===== src/rtl/hazard_ctrl.sv =====
// Pipeline hazard sequencer: register scoreboard for EXE/MEM/WB plus stall/flush/bubble control.
// Latency: controls are combinational from registered state and current inputs (0 cycles).
// Backpressure: a RAW hazard holds IF/ID and injects a bubble into EXE until the writer clears.
module hazard_ctrl #(
   parameter int FORWARD_EN   = 0,
   parameter int BRANCH_FLUSH = 2,
   parameter int CNT_W        = 16
) (
   input  logic             clk,
   input  logic             rst,
   input  logic [31:0]      id_instruction,
   input  logic             id_valid,
   input  logic             branch,
   input  logic             jump,
   output logic             stall_if,
   output logic             stall_id,
   output logic             flush_if,
   output logic             flush_id,
   output logic             bubble_exe,
   output logic [CNT_W-1:0] stall_count,
   output logic [CNT_W-1:0] flush_count
);

   typedef enum logic [1:0] {S_RUN, S_STALL, S_FLUSH} state_t;

   // Cycles of flush_id still owed after the branch cycle itself.
   localparam logic [2:0] FLUSH_LOAD = 3'(BRANCH_FLUSH - 1);

   state_t           state_q;
   logic [2:0]       fcnt_q;
   logic             exe_vld_q, mem_vld_q, wb_vld_q;
   logic [4:0]       exe_dst_q, mem_dst_q, wb_dst_q;
   logic             exe_ld_q;
   logic [CNT_W-1:0] stall_cnt_q, flush_cnt_q;

   logic [5:0] op;
   logic [4:0] rs, rt, rd;
   logic       use_rs, use_rt, has_dst, is_load;
   logic [4:0] dst;
   logic       hazard, flush_active, issue, flush_ev;
   logic       unused_bits;

   assign op = id_instruction[31:26];
   assign rs = id_instruction[25:21];
   assign rt = id_instruction[20:16];
   assign rd = id_instruction[15:11];
   assign unused_bits = ^id_instruction[10:0];

   // Decode source/destination usage of the instruction sitting in ID.
   always_comb begin
      use_rs  = 1'b0;
      use_rt  = 1'b0;
      has_dst = 1'b0;
      dst     = 5'd0;
      is_load = 1'b0;
      case (op)
         6'h00: begin use_rs = 1'b1; use_rt = 1'b1; has_dst = 1'b1; dst = rd; end
         6'h23: begin use_rs = 1'b1; has_dst = 1'b1; dst = rt; is_load = 1'b1; end
         6'h08: begin use_rs = 1'b1; has_dst = 1'b1; dst = rt; end
         6'h2B, 6'h04: begin use_rs = 1'b1; use_rt = 1'b1; end
         default: ;
      endcase
   end

   // True when a pending writer's destination matches a nonzero source of ID.
   function automatic logic src_hit(input logic [4:0] wdst, input logic urs, input logic urt,
                                    input logic [4:0] srs, input logic [4:0] srt);
      return (urs && (srs != 5'd0) && (srs == wdst)) ||
             (urt && (srt != 5'd0) && (srt == wdst));
   endfunction

   // Hazard detection: without forwarding any in-flight writer blocks; with it only a load in EXE.
   always_comb begin
      hazard = 1'b0;
      if (FORWARD_EN == 0) begin
         hazard = id_valid &&
                  ((exe_vld_q && src_hit(exe_dst_q, use_rs, use_rt, rs, rt)) ||
                   (mem_vld_q && src_hit(mem_dst_q, use_rs, use_rt, rs, rt)) ||
                   (wb_vld_q  && src_hit(wb_dst_q,  use_rs, use_rt, rs, rt)));
      end else begin
         hazard = id_valid && exe_vld_q && exe_ld_q &&
                  src_hit(exe_dst_q, use_rs, use_rt, rs, rt);
      end
   end

   assign flush_active = (state_q == S_FLUSH) && (fcnt_q != 3'd0);

   // Control outputs in priority order: branch, flush tail, hazard, jump; all zero in reset.
   always_comb begin
      stall_if = 1'b0;
      stall_id = 1'b0;
      flush_if = 1'b0;
      flush_id = 1'b0;
      if (rst) begin
         flush_id = 1'b0;
      end else if (branch) begin
         flush_if = 1'b1;
         flush_id = 1'b1;
      end else if (flush_active) begin
         flush_id = 1'b1;
      end else if (hazard) begin
         stall_if = 1'b1;
         stall_id = 1'b1;
         flush_id = 1'b1;
      end else if (jump && id_valid) begin
         flush_if = 1'b1;
      end
   end

   assign bubble_exe = flush_id;
   assign issue      = id_valid && !stall_id && !flush_id;
   assign flush_ev   = branch || (jump && flush_if);

   // Sequencer state and remaining flush cycles.
   always_ff @(posedge clk) begin
      if (rst) begin
         state_q <= S_RUN;
         fcnt_q  <= 3'd0;
      end else if (branch) begin
         state_q <= (FLUSH_LOAD != 3'd0) ? S_FLUSH : S_RUN;
         fcnt_q  <= FLUSH_LOAD;
      end else if (flush_active) begin
         fcnt_q  <= fcnt_q - 3'd1;
         state_q <= (fcnt_q == 3'd1) ? S_RUN : S_FLUSH;
      end else if (hazard) begin
         state_q <= S_STALL;
      end else begin
         state_q <= S_RUN;
      end
   end

   // Destination scoreboard shifts every cycle; EXE slot loads only on a real issue with a dest.
   always_ff @(posedge clk) begin
      if (rst) begin
         exe_vld_q <= 1'b0;
         mem_vld_q <= 1'b0;
         wb_vld_q  <= 1'b0;
         exe_dst_q <= 5'd0;
         mem_dst_q <= 5'd0;
         wb_dst_q  <= 5'd0;
         exe_ld_q  <= 1'b0;
      end else begin
         wb_vld_q  <= mem_vld_q;
         wb_dst_q  <= mem_dst_q;
         mem_vld_q <= exe_vld_q;
         mem_dst_q <= exe_dst_q;
         exe_vld_q <= issue && has_dst && (dst != 5'd0);
         exe_dst_q <= dst;
         exe_ld_q  <= issue && is_load;
      end
   end

   // Saturating event counters.
   always_ff @(posedge clk) begin
      if (rst) begin
         stall_cnt_q <= '0;
         flush_cnt_q <= '0;
      end else begin
         if (stall_id && (stall_cnt_q != '1)) stall_cnt_q <= stall_cnt_q + CNT_W'(1);
         if (flush_ev && (flush_cnt_q != '1)) flush_cnt_q <= flush_cnt_q + CNT_W'(1);
      end
   end

   assign stall_count = stall_cnt_q;
   assign flush_count = flush_cnt_q;

endmodule

===== config.mk =====
export PLATFORM = sky130hd
export DESIGN_NAME = hazard_ctrl
export DESIGN_NICKNAME = d
export VERILOG_FILES = /design/src/rtl/hazard_ctrl.sv
export SDC_FILE = /design/constraint.sdc
export NUM_CORES = 1
export LEC_CHECK = 0
export ABC_CLOCK_PERIOD_IN_PS = 4100
export BUFFER_PORTS_ARGS = -buffer_cell sky130_fd_sc_hd__buf_2
export CORE_ASPECT_RATIO = 1.25
export CORE_MARGIN = 3
export CORE_UTILIZATION = 30
export CTS_CLUSTER_SIZE = 28
export DETAILED_ROUTE_END_ITERATION = 8
export PLACE_DENSITY_LB_ADDON = 0.1
export SYNTH_ARGS = -nofsm -noshare
export SYNTH_HDL_FRONTEND = slang
export SYNTH_SLANG_ARGS = --single-unit

===== constraint.sdc =====
create_clock -name clk -period 4.1 [get_ports clk]
set_clock_uncertainty 0.1 [all_clocks]
set_input_delay 0.82 -clock clk [delete_from_list [all_inputs] [get_ports clk]]
set_output_delay 0.82 -clock clk [all_outputs]
set_load 0.02 [all_outputs]

== Word-level counts from Yosys, hierarchy flattened ==
Cells that the tools add are included.
Word-level totals
  bits in registers: 55
  bits in latches: 0
  RAM bits: 0
  ROM bits: 0
  input bits: 37
  logic and storage cells: 91
  memories: 0
Cells by class
  add/subtract/negate cells: 3
  multipliers: 0
  divide/modulo/power cells: 0
  order comparisons: 0
  equality and inequality tests: 14
  shift operators: 0
  muxes and demuxes: 22
  bitwise gates (word level): 0
  reductions and logical operators: 40
Operators with widths (count)
  $add 16x1->16 const B: 2
  $ne 16x16->1 const B: 2
  $eq 5x5->1: 6
  $logic_and 1x1->1: 21
  $mux 1: 18
  $reduce_bool 5->1: 3
  $eq 6x6->1 const B: 2
  $pmux 5 s2: 1
  $eq 6x3->1 const B: 1
  $eq 6x4->1 const B: 1
  $logic_not 6->1: 1
  $logic_or 1x1->1: 6
  $mux 2: 3
  $reduce_or 3->1: 2
  $reduce_or 5->1: 1
  $reduce_or 2->1: 2
  $eq 3x1->1 const B: 1
  $reduce_bool 3->1: 1
  $sub 3x1->3 const B: 1
  $eq 2x2->1 const B: 1
  $logic_not 1->1: 2
  $reduce_bool 2->1: 1

== Longest topological paths before layout ==
Gate-level depths: netlist of the first run.
  word-level depth: 19
  depth in mapped cells: 11
  depth with buffers taken out: 9

== Worst setup path before layout of the first run ==
OpenSTA, ideal clock, no wires.
  path type: input port to output port
  start: in id_instruction[21]
  end: out stall_if
  arrival: 3.023 ns
  data required time: 3.180 ns
  slack: 0.157 ns
  stages on the path: 9
  path buffers: 3
  path through: or4_1 o221ai_2 nor4_1 o21a_1 o31ai_1 clkbuf_1 buf_2 inv_1 buf_4
On the way
  cells in the longest elaborated chain, start to end: 12
  elaborated cells on any way between the ends: 21
  classes of those cells: 3 x eq/ne; 4 x mux; 14 x reduce/logical
Ends and longest elaborated chain
  start, declared: RTL line 11  | input logic [31:0] id_instruction,
  $reduce_bool 5->1
  $logic_and 1x1->1
  $logic_and 1x1->1, on equally long branches
  $logic_or 1x1->1, on equally long branches
  $logic_and 1x1->1, on equally long branches: RTL line 77, 78
  $logic_or 1x1->1: RTL line 77  | ((exe_vld_q && src_hit(exe_dst_q, use_rs, use_rt, rs, rt)) ||
  $logic_or 1x1->1 *: RTL line 78  | (mem_vld_q && src_hit(mem_dst_q, use_rs, use_rt, rs, rt)) ||
  $logic_and 1x1->1 *: RTL line 76  | hazard = id_valid &&
  $mux 1 * (4 in series)
  end, declared: RTL line 15  | output logic stall_if,
Every way passes the cells marked *; elsewhere a longest branch is shown, timed or not.

== Worst setup path after layout of the first run ==
  start: in id_instruction[21]
  end: out flush_if
On the way
  cells in the longest elaborated chain, start to end: 12
  elaborated cells on any way between the ends: 21
  classes of those cells: 3 x eq/ne; 4 x mux; 14 x reduce/logical
Ends and longest elaborated chain
  $reduce_bool 5->1
  $logic_and 1x1->1
  $logic_and 1x1->1, on equally long branches
  $logic_or 1x1->1, on equally long branches
  $logic_and 1x1->1, on equally long branches: RTL line 77, 78
  $logic_or 1x1->1: RTL line 77
  $logic_or 1x1->1 *: RTL line 78
  $logic_and 1x1->1 *: RTL line 76
  $mux 1 *: RTL line 101  | end else if (hazard) begin
  $mux 1 *: RTL line 99  | end else if (flush_active) begin
  $mux 1 *: RTL line 96  | end else if (branch) begin
  $mux 1 *: RTL line 94  | if (rst) begin
  end, declared: RTL line 17  | output logic flush_if,
Marked as above.

==> impl_metrics.tcl, run 1 <==
set metrics [dict create \
    reg2reg_setup_slack_ps 1430 \
    worst-path-max-fanout 3 \
    dp_hpwl_mm 5.53 \
    die_x_um 94.5 \
    io_pins 74 \
    start_kind "primary input" \
    cp.arrival_ps 3060 \
    fillers 1004 \
    cp_slowest_stage_delay_ps 550 \
    relSlewSlack 0.280 \
    crit_start "id_instruction[21]" \
    path_cells "buf_2, or4_1, o221ai_2, nor4_1, o21a_1, or3_4, or2_2, a21oi_1, buf_4" \
    synth.top_cell.area_share 0.375 \
    nets 443 \
    syn_inst 346 \
    numCtsBuffers 5 \
    antenna_found_initial 0 \
    path_class "in -> out" \
    crit_slowest_cell "or4_1" \
    synth_top_family_by_area "simple AND/OR/NAND/NOR gates" \
    cts_max_level 2 \
    max-cap-violations 0 \
    grt_pass1_wl_mm 12.9 \
    drive_gt1_frac 0.214 \
    fin_setup_tns_ps 0 \
    n_antenna_cell 0 \
    cts_root_buf "clkbuf_16" \
    ir_drop_mv 0.149 \
    regArea_um2 1100 \
    max_freq_ghz 0.251 \
    fin_total_pwr_mw 1.07 \
    io_buffer_count 62 \
    grt_max_degree 56 \
    cp-end-kind "primary output" \
    clock_latency_ps 300 \
    cts_tree "built" \
    wl_per_cell_um 15.0 \
    yosys-top-cells-area "dfxtp_1, xnor2_1, o31ai_1" \
    drt_iter0_markers 91 \
    reg2reg_from "stall_count[7]" \
    yosys.area.top_type "dfxtp_1" \
    period_share 0.970 \
    postCtsSetupBuffers 0 \
    hold_viol 0 \
    numClockSinks 55 \
    syn_avg_cell_area_um2 8.49 \
    ys_seq_elements 55 \
    crit_required_ps 3180 \
    dr.pass1.iters 4 \
    worst_slack_ps 122 \
    worst_pin_slew_ps 1080 \
    clockBufferDepth 2 \
    grt_pass1_vias 2719 \
    synth-simple-area-share 0.261 \
    crit_end "flush_if" \
    synthXorXnorAreaFrac 0.0954 \
    core_um2 9320 \
    synth_nets 388 \
    drc_errors 0 \
    dp.cells 517 \
    synth_edf_count 0 \
    ctsHoldBuffers 0 \
    post-place-ws_ps 92.9 \
    ys_seq_area_frac 0.375 \
    gp_congestion 0.791 \
    via_per_inst 5.32 \
    overflow 0 \
    ys_types 41 \
    synth_flop_cell "dfxtp_1" \
    synthMuxAreaShare 0.00383 \
    clkTransAtPathRegs_ps 70 \
    wl_mm 7.85 \
    start_util 0.315 \
    powerDensity_nw_per_um2 302 \
    netlist_area_um2 2940 \
    multi_input_area_um2 1710 \
    num_rows 39 \
    yosys_warnings 0 \
    drtAntennaViolNets 0 \
    vias 2792 \
    die_h_um 117 \
    die_area_um2 11000 \
    synthAdderAreaFrac 0.0213 \
    p_leak_nw 1.30 \
    grtUsageTotal 0.149 \
    setup_viol 0 \
    r2r_end "stall_count[5]" \
    finalCriticalPeriod_ps 3980 \
    cts_repair_resize_count 0 \
    async_reset_ff_frac 0 \
    syn2layout_area_growth_pct 20.6 \
    fin_cells 525 \
    rsz0062_at_grt "no" \
    slew_violations 0 \
    hold_class "reg -> reg" \
    synth_compound_area_frac 0.193 \
    outcome "completed" \
    reg2reg_depth 7 \
]
-- power breakdown --
| part | switching [mW] | leakage (nW) | total (mW) | internal [mW] |
|---|---|---|---|---|
| Sequential | 0.00516 | 0.444 | 0.544 | 0.539 |
| Clock | 0.201 | 0.0679 | 0.428 | 0.227 |
| Combinational | 0.0585 | 0.786 | 0.0971 | 0.0386 |
| Total | 0.265 | 1.30 | 1.07 | 0.804 |
-- sequential cells by signal (all words and copies together), names as in the netlist --
signal	count
exe_dst_q	5
exe_vld_q	1
fcnt_q	3
flush_count	16
mem_dst_q	5
mem_vld_q	1
stall_count	16
state_q	2
wb_dst_q	5
wb_vld_q	1
-- Yosys cell counts, drive strengths merged (4+ instances only) --
library cell and count:
o21ai 7, ha 5, clkbuf 19, inv 13
o311ai 4, dfxtp 55, xor2 7, and3 4
nand4 7, nor3 5, nor2b 12, o31ai 22
and4 4, nand3 20, or4 22, nand2 17
o21a 5, o41ai 4, nor2 12, buf 5
nor4 8, xnor2 25, or3 8, a22oi 5
a21oi 31
-- critical path, delay by kind of cell --
kind,cells,cell delay (ps)
simple gates,4,1340
compound gates,3,620
buf+inv,2,260
-- per-layer routing --
metal	GRT usage	up-vias	wire length, um
li1	-	1393	-
met3	0.0335	14	346
met1	0.180	1330	3540
met2	0.251	55	3770
met5	0	-	0
met4	0.0664	0	189
-- how the worst min path moves through the flow --
stage                   start        end  slack [ps]  cells after the start
finish              mem_vld_q   wb_vld_q         380                      1
global route        mem_vld_q   wb_vld_q         400                      1
global placement    mem_vld_q   wb_vld_q         360                      1
detailed placement  mem_vld_q   wb_vld_q         370                      1
CTS                 mem_vld_q   wb_vld_q         380                      1
floorplan           exe_vld_q  mem_vld_q         340                      1
-- area by class of cell --
cell class,count,area share
well taps,123,0.0435
multi-input cells,254,0.483
clock inverters,1,0.00141
inverters,13,0.0138
repair buffers,72,0.110
clock buffers,7,0.0375
flip-flops and latches,55,0.311
-- per-stage QoR --
step           area [um2]  utilization  hold slack [ps]
6_report             3540        0.380              379
3_3_place_gp         3400        0.364              361
2_1_floorplan        2940            -              339
3_5_place_dp         3400        0.364              367
4_1_cts              3530        0.379              378
5_1_grt              3540        0.380              397
-- layout by cell type, fill, tap and decap left out, types with 2 or more instances in the layout --
cell	instances
or4_1	22
o311ai_0	4
o21ai_0	7
nor4_1	8
inv_1	13
a21oi_1	31
buf_4	11
clkbuf_16	5
buf_2	61
nand4_1	7
nor2_1	12
nor2b_1	12
xor2_1	7
a22oi_1	5
or3_1	7
or2_2	2
xnor2_1	25
a211oi_1	2
nor3b_1	2
a2111oi_0	2
nand2_1	17
nand2b_1	2
clkbuf_1	2
o31ai_1	21
and4_1	4
nand3_1	20
o41ai_1	4
o21a_1	5
nor3_1	5
dfxtp_1	55
and3_1	4
ha_1	5
-- cells by family after synthesis --
| kind of cell | Yosys count |
|---|---|
| muxes | 1 |
| and+or+nand+nor | 131 |
| DFF | 55 |
| AOI/OAI and AO/OA | 85 |
| buffers and inverters | 37 |
| xor gates and xnor gates | 32 |
| adders and majority gates | 5 |
Note: power is estimated with default switching activity, not from simulation.
==> run 2: changes to the inputs <==
Settings changed: REMOVE_ABC_BUFFERS from default to 1.
==> impl_metrics.tcl, run 2 (same netlist as run 1, synthesis figures left out) <==
set metrics [dict create \
    hold_viol 0 \
    via_per_inst 5.15 \
    core_um2 9320 \
    grtUsageTotal 0.144 \
    num_rows 39 \
    dp.cells 516 \
    grt_max_degree 56 \
    reg2reg_from "mem_dst_q[2]" \
    drive_gt1_frac 0.217 \
    dr.pass1.iters 4 \
    worst_slack_ps 112 \
    post-place-ws_ps 98.8 \
    vias 2697 \
    clkTransAtPathRegs_ps 70 \
    worst_pin_slew_ps 764 \
    reg2reg_setup_slack_ps 1630 \
    die_h_um 117 \
    io_buffer_count 62 \
    overflow 0 \
    cp-end-kind "primary output" \
    max-cap-violations 0 \
    die_x_um 94.5 \
    crit_start "id_instruction[21]" \
    cts_tree "built" \
    postCtsSetupBuffers 0 \
    p_clk_frac 0.436 \
    period_share 0.973 \
    p_leak_nw 1.32 \
    r2r_end "stall_count[5]" \
    whs_path_depth 1 \
    cts_max_level 2 \
    start_util 0.315 \
    switching_share 0.224 \
    crit_end "flush_if" \
    grt_pass1_vias 2678 \
    relSlewSlack 0.489 \
    clockBufferDepth 2 \
    fin_setup_tns_ps 0 \
    p_seq_frac 0.479 \
    internal_power_uw 881 \
    power_switching_uw 254 \
    final_cell_mix "buf_2, dfxtp_1, a21oi_1" \
    p_comb_frac 0.085 \
    crit_required_ps 3180 \
    max_freq_ghz 0.251 \
    n_antenna_cell 0 \
    wl_mm 7.40 \
    setup_viol 0 \
    numCtsBuffers 5 \
    nets 442 \
    reg2reg_depth 9 \
    fin_cells 524 \
    path_class "in -> out" \
    fin_total_pwr_mw 1.14 \
    finalCriticalPeriod_ps 3990 \
    drc_errors 0 \
    slew_violations 0 \
    wl_per_cell_um 14.1 \
    rsz0062_at_grt "no" \
    antenna_found_initial 0 \
    start_kind "primary input" \
    numClockSinks 55 \
    drtAntennaViolNets 0 \
    drt_iter0_markers 100 \
    powerDensity_nw_per_um2 317 \
    dp_hpwl_mm 5.40 \
    worst-path-max-fanout 4 \
    hold_class "reg -> reg" \
    cp.arrival_ps 3070 \
    gp_congestion 0.810 \
    io_pins 74 \
    cts_root_buf "clkbuf_16" \
    syn2layout_area_growth_pct 22.0 \
    final_common_cell "buf_2" \
    outcome "completed" \
    ir_drop_mv 0.215 \
    clock_latency_ps 290 \
    die_area_um2 11000 \
    grt_pass1_wl_mm 12.8 \
]
run 2: changes by cell type in the layout (fill, tap and decap cells not counted), sizes merged:
cell,change
buf,-1
bufinv,+1
clkbuf,-1
run 2: how the worst min path moves through the flow:
stage                    from        end  slack (ps)
finish              mem_vld_q   wb_vld_q         370
detailed placement  mem_vld_q   wb_vld_q         360
floorplan           exe_vld_q  mem_vld_q         340
CTS                 mem_vld_q   wb_vld_q         370
global placement    mem_vld_q   wb_vld_q         350
global route        exe_vld_q  mem_vld_q         380
run 2: metrics by stage:
step           hold slack [ps]   util  area, um2
6_report                   368  0.384       3580
3_3_place_gp               349  0.365       3400
5_1_grt                    380  0.384       3580
3_5_place_dp               356  0.365       3400
2_1_floorplan              339      -       2840
4_1_cts                    368  0.384       3570
run 2: power by group through the flow:
stage	Combinational [mW]	Clock (mW)	Sequential, mW
6_report	0.0966	0.496	0.543
3_5_place_dp	0.0978	0	0.556
4_1_cts	0.0981	0.519	0.543
2_1_floorplan	0.0447	0	0.557
3_3_place_gp	0.0972	0	0.556
5_1_grt	0.110	0.539	0.544
run 2: per-layer routing:
layer / global-route usage / up-vias / part of all wire
met5: 0 / - / 0
met4: 0.0375 / 0 / 0.011
met3: 0.0309 / 6 / 0.042
met2: 0.250 / 40 / 0.49
met1: 0.182 / 1258 / 0.46
li1: - / 1393 / -
run 2: final cells by class:
cell class              count  area (um2)
clock buffers               6         139
clock inverters             2        35.0
fillers                   981        5740
inverters                  13        48.8
multi-input cells         254        1710
flip-flops and latches     55        1100
well taps                 123         154
repair buffers             71         393
run 2: worst max-delay path, cell delays in order:
cell and delay [ps]:
buf_2 130, or4_1 550, o221ai_2 240, nor4_1 100, o21a_1 200, or3_4 400
or2_2 300, a21oi_1 150, buf_4 160
run 2: what timing repair did:
action | 4_1_cts | 5_1_grt
hold buffers | 0 | 0
setup endpoints to repair | 0 | 1
gates resized for setup | 0 | 2
